<file path="config.mk">
export PLATFORM = sky130hd
export DESIGN_NAME = blake2_fifo_sched
export DESIGN_NICKNAME = d
export VERILOG_FILES = /design/src/rtl/blake2_fifo_sched.sv
export SDC_FILE = /design/constraint.sdc
export NUM_CORES = 1
export LEC_CHECK = 0
export ABC_AREA = 1
export CAP_MARGIN = 20
export CORE_UTILIZATION = 41
export DETAILED_ROUTE_END_ITERATION = 10
export PLACE_DENSITY = 0.84
export SETUP_SLACK_MARGIN = 0.05
export SLEW_MARGIN = 25
export SYNTH_ARGS = -nofsm -noshare
export SYNTH_HDL_FRONTEND = slang
export SYNTH_SLANG_ARGS = --single-unit
</file>
<file path="constraint.sdc">
create_clock -name clk -period 3.74 [get_ports clk]
set_input_delay 0.935 -clock clk [delete_from_list [all_inputs] [get_ports clk]]
set_output_delay 0.935 -clock clk [all_outputs]
set_load 0.01 [all_outputs]
</file>
<file path="src/rtl/blake2_fifo_sched.sv">
// blake2_fifo_sched: round-robin write arbiter and packet pop scheduler for the shared BLAKE2 message buffer
module blake2_fifo_sched #(
  parameter int abits  = 3,
  parameter int dbits  = 2,
  parameter int rd_pkt = 2
) (
  input  logic                    clk,
  input  logic                    reset,
  input  logic                    req0_valid,
  input  logic [dbits-1:0]        req0_data,
  output logic                    req0_ready,
  input  logic                    req1_valid,
  input  logic [dbits-1:0]        req1_data,
  output logic                    req1_ready,
  output logic                    fifo_wr,
  output logic [dbits-1:0]        fifo_din,
  output logic                    fifo_rd,
  input  logic                    fifo_empty,
  input  logic                    fifo_full,
  input  logic [dbits*rd_pkt-1:0] fifo_dout,
  output logic                    pkt_valid,
  output logic [dbits*rd_pkt-1:0] pkt_data,
  input  logic                    pkt_ready,
  output logic [abits:0]          level,
  output logic                    err
);
  localparam int DEPTH = 1 << abits;
  localparam int LW = abits + 1;
  typedef enum logic [1:0] {IDLE, POP, LOAD, HOLD} state_t;
  state_t                  state_q, state_d;
  logic [LW-1:0]           level_q, level_d;
  logic                    ptr_q, ptr_d;
  logic                    pkt_valid_q, pkt_valid_d;
  logic [dbits*rd_pkt-1:0] pkt_data_q, pkt_data_d;
  logic                    err_q, err_d;
  logic                    space, grant0, grant1, accept;
  // zero-latency write grant; ptr_q=1 favours req1 when both offer a word
  always_comb begin
    space      = (level_q < LW'(DEPTH)) && !fifo_full;
    grant1     = req1_valid && (!req0_valid || ptr_q);
    grant0     = req0_valid && !grant1;
    req0_ready = grant0 && space && !reset;
    req1_ready = grant1 && space && !reset;
    accept     = req0_ready || req1_ready;
    fifo_wr    = accept;
    fifo_din   = grant1 ? req1_data : req0_data;
    ptr_d      = accept ? grant0 : ptr_q;
  end
  // one-packet-in-flight pop sequencer plus occupancy and empty-pop tracking
  always_comb begin
    fifo_rd     = (state_q == POP) && !reset;
    state_d     = state_q;
    pkt_valid_d = pkt_valid_q;
    pkt_data_d  = pkt_data_q;
    level_d     = level_q + LW'(accept) - (fifo_rd ? LW'(rd_pkt) : '0);
    err_d       = err_q || (fifo_rd && fifo_empty);
    case (state_q)
      IDLE: state_d = (level_q >= LW'(rd_pkt) && !pkt_valid_q) ? POP : IDLE;
      POP:  state_d = LOAD;
      LOAD: begin
        pkt_data_d  = fifo_dout;
        pkt_valid_d = 1'b1;
        state_d     = HOLD;
      end
      HOLD: begin
        pkt_valid_d = pkt_ready ? 1'b0 : 1'b1;
        state_d     = pkt_ready ? IDLE : HOLD;
      end
      default: state_d = IDLE;
    endcase
  end
  // state registers; reset discards any in-flight packet
  always_ff @(posedge clk) begin
    if (reset) begin
      state_q     <= IDLE;
      level_q     <= '0;
      ptr_q       <= 1'b0;
      pkt_valid_q <= 1'b0;
      pkt_data_q  <= '0;
      err_q       <= 1'b0;
    end else begin
      state_q     <= state_d;
      level_q     <= level_d;
      ptr_q       <= ptr_d;
      pkt_valid_q <= pkt_valid_d;
      pkt_data_q  <= pkt_data_d;
      err_q       <= err_d;
    end
  end
  assign pkt_valid = pkt_valid_q;
  assign pkt_data  = pkt_data_q;
  assign level     = level_q;
  assign err       = err_q;
endmodule

</file>
==> impl_metrics.yaml <==
cts:
  clock_latency_ns: 0.27
  cts_root_buf: "clkbuf_4"
  clkTransAtPathRegs_ns: 0.07
  cts-hold-fix-buffers: 0
  cts_buffers: 3
  h-tree-depth: 1
  post_cts_buffers: 0
  cts_tree: "done"
  cts.repair.resized: 0
  cts_sinks: 13
  ctsLongestPathBuffers: 2
worst_setup_path:
  required_ns: 2.80
  worstSetupPathType: "in2out"
  startpoint_type: "input port"
  crit_family: "buffers and inverters"
  worst-path-buf-inv: 4
  cp_slowest_cell: "clkdlybuf4s50_1"
  cpPeakStageDelay_ns: 0.57
  cp.arrival_ns: 2.55
  path_cells: "clkdlybuf4s50_1 -> inv_1 -> nor2_1 -> nor2_2 -> inv_1 -> a21oi_1 -> clkdlybuf4s50_1"
  end_kind: "output pin"
  critPathMaxFanout: 5
detailed_routing:
  first_iter_violations: 9
  drc: 0
  avgViaCountPerCell: 4.73
  ant_nets: 0
  vias: 639
  wl_per_cell_microns: 10.3
  dr.pass1.iters: 4
  wirelength_microns: 1390
floorplanning:
  ios: 31
  die_y_microns: 41.0
  coreArea_sq_um: 1350
  rows: 13
  initial_core_util_pct: 46.2
  die_area_sq_um: 1680
  fp.dieW_microns: 41.0
timing:
  finClkSkew_ns: 0.00217
  period_share_pct: 93.2
  tightestPinTransition_ns: 0.207
  finalSetupViolCount: 0
  rsz0062_at_grt: "false"
  fin_crit_ns: 3.49
  relSlewSlack_pct: 86.1
  max_clock_freq_ghz: 0.287
  drv_slew: 0
  final_hold_viol_count: 0
  setup_tns_ns: 0
global_routing:
  busiest_layer: "met2"
  use_met3_pct: 6.52
  grt.total_usage_pct: 18.8
  antenna_found_initial: 0
  grt_use_met1_pct: 20.1
  grt_pass1_wl_microns: 1970
  use_met2_pct: 32.0
  grt_start_max_net_pins: 12
  overflow: 0
  grt_pass1_vias: 517
finish:
  drive_gt1_share_pct: 6.67
  seqCellArea_sq_um: 260
  num-fill-cells: 121
  n_antenna_cell: 0
  multiInputGateArea_sq_um: 295
  finalNetCount: 141
  stdcell_count: 135
  final_area_sq_um: 965
  synthToLayoutAreaGrowth_pct: 54.8
  final_common_cell: "clkdlybuf4s50_1"
  final_cell_mix: "clkdlybuf4s50_1, nor2_1, inv_1, nand2_1, dfxtp_1"
pwr:
  pwr_density_cell_nw_per_um2: 540
  leakage_uw: 0.000432
  peakVddDrop_uv: 402
job:
  maxCapViolations: 0
yosys:
  ys_ff_latch: 13
  synth_nets: 106
  yosysSeqAreaShare_pct: 41.8
  syn_area_per_cell_sq_um: 7.25
  syn_area_sq_um: 623
  ys_types: 15
  yosysWarnings: 0
  netlist_instances: 86
worst_hold_path:
  hold_class: "reg2reg"
place:
  dp_cells: 131
  gp_congestion: 0.690
  hpwl_microns: 1150
  portBuffers: 30
  placed_cell_area_sq_um: 938
status:
  status: "completed"
-- cell usage after synthesis, drive strengths merged --
cell type	number	area, sq um
a21oi	4	20.0
a31oi	1	6.26
buf	1	11.3
dfxtp	13	260
ha	5	62.6
inv	15	56.3
nand2	13	48.8
nand3	4	20.0
nor2	21	83.8
nor3	2	15.0
o21ai	6	30.0
xor2	1	8.76
-- routing by layer --
metal	share of wire, %	wire (microns)
met4	1.9	27
met1	45	628
met3	4.5	63
met5	0	0
met2	48	669
-- state kept, by name (all words and copies together) (netlist names) --
register,cells
err,1
pkt_data,4
level,4
state_q,2
ptr_q,1
pkt_valid,1
-- report_power, final --
part	total (uW)	switching, uW	internal [uW]
registers	201	24.4	177
logic	238	115	122
clock network	81.7	40.4	41.3
-- kinds of logic after synthesis --
logic type               Yosys count  synth area share [%]
AO/OA/AOI/OAI                     11                  9.04
XOR/XNOR                           1                  1.41
adder cells (fa/ha/maj)            5                  10.0
buffers and inverters             16                  10.8
flip-flops                        13                  41.8
AND/OR/NAND/NOR                   40                  26.9
-- through the flow --
stage	util (%)	hold WS (ns)	power, uW	setup slack [ns]
after global placement	69.5	0.437	434	0.324
after global routing	71.5	0.490	566	0.167
after floorplan	-	0.452	334	1.27
final	71.5	0.449	521	0.254
after CTS	71.5	0.452	526	0.255
after detailed placement	69.5	0.441	443	0.260
-- final cells by class --
class / count / share of cell area, %
Timing Repair Buffer: 31 / 31.9
Sequential cell: 13 / 27.0
Clock buffer: 4 / 2.72
Inverter: 15 / 5.84
Multi-Input combinational cell: 57 / 30.6
Tap cell: 15 / 1.95
-- worst reg2reg max path: cells and delay by family (launching register included) --
| family | cells | cell delay [ns] |
|---|---|---|
| DFF | 1 | 0.37 |
| adders and majority gates | 2 | 0.51 |
| AOI/OAI and AO/OA | 1 | 0.20 |
| and+or+nand+nor | 4 | 0.35 |
| buffers and inverters | 2 | 0.17 |
-- final timing paths --
check / startpoint / depth (start not counted) / slack, ns / endpoint
max: req0_valid / 7 / 0.25 / fifo_wr
min: err$_SDFF_PP0_ / 2 / 0.45 / err$_SDFF_PP0_
max reg2reg: state_q[0]$_SDFF_PP0_ / 9 / 2.02 / level[3]$_SDFF_PP0_
min reg2reg: err$_SDFF_PP0_ / 2 / 0.45 / err$_SDFF_PP0_
No activity file was read; power rests on OpenSTA's default activity.
